File: src/rtl/easy_fifo_axis_out.sv
`default_nettype none
// ============================================================================
// easy_fifo_axis_out : FIFO read-side adapter driving an AXI-Stream master
// Revision: 1.0
// ============================================================================
module easy_fifo_axis_out #(
  parameter int DWIDTH     = 32,
  parameter int RD_LATENCY = 1,
  parameter int PKT_LEN    = 0
) (
  input  logic                            clk,
  input  logic                            rst_n,
  output logic                            rd_en,
  input  logic                            rd_empty,
  input  logic [DWIDTH-1:0]               rd_data,
  output logic [DWIDTH-1:0]               m_axis_tdata,
  output logic                            m_axis_tvalid,
  input  logic                            m_axis_tready,
  output logic                            m_axis_tlast,
  output logic [$clog2(RD_LATENCY+2)-1:0] buf_level
);

  localparam int BUF_DEPTH = RD_LATENCY + 1;
  localparam int LVL_W     = $clog2(BUF_DEPTH + 1);
  localparam int PTR_W     = (BUF_DEPTH > 1) ? $clog2(BUF_DEPTH) : 1;
  localparam int MEM_N     = 1 << PTR_W;
  localparam int SUM_W     = LVL_W + 1;

  logic [DWIDTH-1:0] mem [MEM_N];
  logic [PTR_W-1:0]  wr_ptr;
  logic [PTR_W-1:0]  rd_ptr;
  logic [LVL_W-1:0]  count;
  logic [LVL_W-1:0]  inflight;
  logic [SUM_W-1:0]  committed;
  logic              pop;
  logic              wr;
  logic              drain;

  function automatic logic [PTR_W-1:0] ptr_inc(input logic [PTR_W-1:0] p);
    return (p == PTR_W'(BUF_DEPTH - 1)) ? '0 : p + PTR_W'(1);
  endfunction

  assign m_axis_tvalid = (count != '0);
  assign m_axis_tdata  = mem[rd_ptr];
  assign buf_level     = count;
  assign drain         = m_axis_tvalid & m_axis_tready;
  assign pop           = rd_en & ~rd_empty;

  // A word leaving this cycle frees its slot in time for a pop issued now.
  always_comb begin
    committed = SUM_W'(count) + SUM_W'(inflight) - SUM_W'(drain);
    rd_en     = rst_n & (committed < SUM_W'(BUF_DEPTH));
  end

  generate
    if (RD_LATENCY == 0) begin : g_fwft
      assign wr       = pop;
      assign inflight = '0;
    end else begin : g_pipe
      logic [RD_LATENCY-1:0] pipe;

      always_ff @(posedge clk or negedge rst_n) begin
        if (!rst_n) begin
          pipe <= '0;
        end else begin
          pipe <= (pipe << 1) | RD_LATENCY'(pop);
        end
      end

      assign wr = pipe[RD_LATENCY-1];

      always_comb begin
        inflight = '0;
        for (int i = 0; i < RD_LATENCY; i++) begin
          inflight = inflight + LVL_W'(pipe[i]);
        end
      end
    end
  endgenerate

  always_ff @(posedge clk or negedge rst_n) begin
    if (!rst_n) begin
      wr_ptr <= '0;
      rd_ptr <= '0;
      count  <= '0;
      for (int i = 0; i < MEM_N; i++) begin
        mem[i] <= '0;
      end
    end else begin
      if (wr) begin
        mem[wr_ptr] <= rd_data;
        wr_ptr      <= ptr_inc(wr_ptr);
      end
      if (drain) begin
        rd_ptr <= ptr_inc(rd_ptr);
      end
      if (wr && !drain) begin
        count <= count + LVL_W'(1);
      end else if (!wr && drain) begin
        count <= count - LVL_W'(1);
      end
    end
  end

  always_ff @(posedge clk) begin
    if (rst_n) begin
      assert (!(wr && !drain && count == LVL_W'(BUF_DEPTH)))
        else $error("easy_fifo_axis_out: skid buffer overflow");
    end
  end

  generate
    if (PKT_LEN > 0) begin : g_tlast
      logic [15:0] beat_cnt;

      assign m_axis_tlast = m_axis_tvalid && (beat_cnt == 16'(PKT_LEN - 1));

      always_ff @(posedge clk or negedge rst_n) begin
        if (!rst_n) begin
          beat_cnt <= '0;
        end else if (drain) begin
          beat_cnt <= m_axis_tlast ? 16'd0 : beat_cnt + 16'd1;
        end
      end
    end else begin : g_no_tlast
      assign m_axis_tlast = 1'b0;
    end
  endgenerate

endmodule
`default_nettype wire

File: config.mk
export PLATFORM = sky130hd
export DESIGN_NAME = easy_fifo_axis_out
export DESIGN_NICKNAME = d
export VERILOG_FILES = /design/src/rtl/easy_fifo_axis_out.sv
export SDC_FILE = /design/constraint.sdc
export NUM_CORES = 1
export LEC_CHECK = 0
export CORE_UTILIZATION = 60
export DETAILED_ROUTE_END_ITERATION = 10
export DONT_BUFFER_PORTS = 1
export PLACE_DENSITY = 0.76
export SLEW_MARGIN = 20
export SYNTH_ARGS = -nofsm -noshare
export SYNTH_HDL_FRONTEND = slang
export SYNTH_SLANG_ARGS = --single-unit
File: constraint.sdc
create_clock -name clk -period 5.15 [get_ports clk]
set_input_delay 0.515 -clock clk [delete_from_list [all_inputs] [get_ports clk]]
set_output_delay 0.515 -clock clk [all_outputs]
set_load 0.05 [all_outputs]
* Word-level counts from Yosys, hierarchy flattened *
Index checks and enable logic that the tools add are counted.

storage, ports and cells
  input port bits = 36
  output and inout port bits = 37
  logic and storage cells = 39
  bits in registers = 69

operators by class
  reductions and logical operators = 7
  mux-type cells = 10
  bitwise gates (word level) = 6
  $lt $le $gt $ge = 4
  add/subtract/negate cells = 6

operator list
  operator             count
  $mux 32              4
  $bwmux 64            1
  $demux 32 s1         1
  $ge 2x2->1 const B   2
  $mux 2               2
  $not 1->2            2
  $reduce_bool 2->1    2
  $add 2x1->3          1
  $and 1x1->1          3
  $logic_and 1x1->1    3
  $lt 3x2->1 const B   1
  $sub 3x1->3          1
  $add 1x1->1 const B  2
  $add 2x1->2 const B  1
  $logic_not 1->1      2
  $lt 2x1->1 const B   1
  $mux 1               2
  $sub 2x1->2 const B  1
  $not 1->1            1

* Logic depth before layout (Yosys ltp) *
  depth in word-level cells = 6
  gate-level depth with buffers = 8
  depth with buffers taken out = 8

* Worst setup path before layout *
Ideal clock, no wire load.

  path type = reg2out
  from = reg count[1], in the netlist buf_level[1]
  to = out rd_en
  slack = 1.909 ns
  stages on the path, launching flop included = 8
  data arrival time = 2.726 ns
  cell sequence = dfrtp_1 or2_2 nand2_1 ha_1 nand2b_1 fa_1 xnor2_1 and3_1

between the ends
  cells in the longest elaborated chain, start to end = 5
  elaborated cells between the ends (all ways) = 6
  those cells by class = add/sub (2); order compare (1); bitwise (2); reduce/logical (1)

RTL lines
  item                    line  RTL
  start, declared         32    logic [LVL_W-1:0] count;
  start signal, assigned  98    count <= count + LVL_W'(1);
  start signal, assigned  100   count <= count - LVL_W'(1);
  $reduce_bool 2->1       43    assign m_axis_tvalid = (count != '0);
  via m_axis_tvalid       17    output logic m_axis_tvalid,
  $and 1x1->1             46    assign drain = m_axis_tvalid & m_axis_tready;
  $sub 3x1->3             51    committed = SUM_W'(count) + SUM_W'(inflight) - SUM_W'(drain);
  $lt 3x2->1              52    rd_en = rst_n & (committed < SUM_W'(BUF_DEPTH));
  $and 1x1->1             52
  end, declared           13    output logic rd_en,

The timed path passes the listed nets, and every way through them passes these cells.

* Final worst setup path *
Same ends and word-level chain as after synthesis.

==> results.py <==
metrics = {
    "grt": {
        "met3_usage_pct": 6.77,
        "grt_usage_pct": 22.6,
        "use_met2_pct": 37.7,
        "grt_pass1_vias": 1725,
        "top_usage_layer": "met2",
        "gr-usage-met1_pct": 25.0,
        "grt_max_degree": 70,
        "grt_overflow": 0,
        "grt_pass1_wl_um": 8470,
        "antenna_found_initial": 0,
    },
    "drt": {
        "dr.pass1.iters": 4,
        "vias": 1567,
        "initialDrtViolationCount": 62,
        "vias_per_cell": 5.78,
        "drc": 0,
        "drtAntennaViolNets": 0,
        "detail_route.wl_per_cell_um": 19.7,
        "wl_um": 5330,
    },
    "worst_setup_path": {
        "worstSetupStartpointType": "flip-flop",
        "critPathCaptureType": "output port",
        "cp.arrival_ns": 3.24,
        "required_ns": 4.64,
        "crit_fanout": 5,
        "timing.setup.critical_path_class": "flip-flop to output port",
    },
    "finish": {
        "final_nets": 238,
        "fill_cells": 335,
        "fin_cells": 271,
        "drive_gt1_share_pct": 56.4,
        "insertedDiodeCount": 0,
        "seqCellArea_um2": 1730,
        "final_core_util_pct": 69.5,
        "syn_to_final_growth_pct": 9.65,
        "multi_input_area_um2": 1230,
    },
    "clocking": {
        "htree_levels": 3,
        "root_buffer": "clkbuf_8",
        "clk_latency_ns": 0.34,
        "cts_max_path_buffers": 2,
        "cts-hold-fix-buffers": 1,
        "cts.clk_slew.worst_paths_ns": 0.07,
        "cts_buffers": 9,
        "cts_resized": 0,
        "clock_sinks": 69,
        "cts_tree": "yes",
        "post_cts_buffers": 0,
    },
    "run": {
        "drv_cap": 0,
    },
    "min_path": {
        "hp-class": "input pin to asynchronous set/reset pin",
    },
    "sta": {
        "rsz0062_at_grt": "false",
        "fin_crit_ns": 3.75,
        "relSlewSlack_pct": 34.3,
        "setup_tns_ns": 0,
        "maxSlewViolCount": 0,
        "fmax_mhz": 267,
        "fin_ws_ns": 1.40,
        "period_share_pct": 72.9,
        "final_hold_viol_count": 0,
        "worst_pin_slew_ns": 0.983,
        "setup_viol": 0,
        "skew_ns": 0.00474,
    },
    "logic_synthesis": {
        "syn_area_per_cell_um2": 15.5,
        "ys_types": 19,
        "synth.ff_latch_count": 69,
        "syn_nets": 235,
        "ys_seq_area_share_pct": 56.9,
        "synthCells": 196,
        "ys_warn_count": 0,
        "netlist_area_um2": 3040,
    },
    "placement": {
        "dp.cells": 254,
        "gp_congestion": 0.771,
        "io_buffers": 0,
        "hpwlAfterDp_um": 3460,
        "dp_slack_ns": 1.74,
    },
    "floorplanning": {
        "die_h_um": 73.1,
        "die_area_um2": 5350,
        "ios": 73,
        "row_count": 25,
        "start_util_pct": 63.4,
        "core_area_um2": 4790,
        "die_w_um": 73.1,
    },
    "outcome": {
        "outcome": "complete, no violations",
    },
}
[metal layers]
layer  vias up  wire [um]
met5         -          0
met4         0        131
met3        15        326
met2        55       2820
met1       802       2050
li1        695          -
[cell families (layout without fill, tap and decap cells)]
logic type / count (synthesis) / after routing / synth area share (%)
muxes: 96 / 96 / 35.6
DFF: 69 / 69 / 56.9
buffers and inverters: 13 / 21 / 2.60
and+or+nand+nor: 8 / 8 / 1.57
xor gates and xnor gates: 6 / 6 / 1.73
adders and majority gates: 3 / 3 / 1.48
other: 1 / 1 / 0.124
[cell usage after synthesis]
cell type / count / area [um^2]
conb_1: 1 / 3.75
mux2_1: 2 / 22.5
xnor2_1: 3 / 26.3
nor2_4: 1 / 11.3
dfrtp_1: 69 / 1730
or2_2: 1 / 6.26
xor2_1: 3 / 26.3
nor2_1: 1 / 3.75
buf_4: 7 / 52.6
clkbuf_1: 1 / 3.75
nor2b_1: 1 / 6.26
buf_2: 3 / 15.0
mux2_2: 94 / 1060
nand2_1: 2 / 7.51
nand2b_1: 1 / 6.26
and3_1: 1 / 6.26
fa_1: 1 / 20.0
ha_1: 2 / 25.0
inv_1: 2 / 7.51
[layout make-up]
class | instances | share of cell area (%)
Sequential cell | 69 | 51.9
Multi-Input combinational cell | 114 | 37.0
Clock buffer | 9 | 3.72
Clock inverter | 7 | 3.42
Tap cell | 67 | 2.52
Timing Repair Buffer | 3 | 1.28
Inverter | 2 | 0.226
[worst max-delay path, stage by stage, from the launching register on]
cell and delay [ns]:
dfrtp_1 0.74, or2_2 0.40, nand2_1 0.16, ha_1 0.36, nand2b_1 0.17, fa_1 0.39, xnor2_1 0.16, and3_1 0.51
[layout by cell type, fill, tap and decap left out]
cell type	n
nor2_1	1
xor2_1	3
and3_1	1
clkinv_4	1
nand2b_1	1
dfrtp_1	69
nor2b_1	1
mux2_2	94
buf_4	2
fa_1	1
clkbuf_8	9
nor2_4	1
buf_16	1
conb_1	1
mux2_1	2
inv_1	2
bufinv_16	3
clkinv_2	3
xnor2_1	3
or2_2	1
ha_1	2
nand2_1	2
[stage by stage]
step / hold slack (ns) / area, um^2
after detailed placement: 0.221 / 3060
after global routing: 0.0372 / 3330
after CTS: 0.0510 / 3330
final: 0.0356 / 3330
after global placement: 0.221 / 3060
after floorplan: 0.219 / 3040
[registers in the layout, indices dropped and copies added (netlist names)]
| signal | flops |
|---|---|
| rd_ptr | 1 |
| wr_ptr | 1 |
| g_pipe.pipe | 1 |
| buf_level | 2 |
| mem | 64 |
[worst paths after layout]
kind / slack (ns) / depth (start not counted) / startpoint / endpoint
hold / removal: 0.04 / 1 / rst_n / mem[53]$_DFFE_PN0P_
setup reg to reg: 1.99 / 8 / buf_level[1]$_DFFE_PN0N_ / g_pipe.pipe$_DFF_PN0_
max in group asynchronous: 4.82 / 1 / rst_n / mem[35]$_DFFE_PN0P_
setup / recovery: 1.40 / 7 / buf_level[1]$_DFFE_PN0N_ / rd_en
hold reg to reg: 0.50 / 1 / mem[59]$_DFFE_PN0P_ / mem[59]$_DFFE_PN0P_
min in group clk: 0.23 / 1 / rd_empty / g_pipe.pipe$_DFF_PN0_
Power is left out: the tool's default activity adds up to more than one toggle a clock period on the data nets, which glitch-free logic cannot reach.
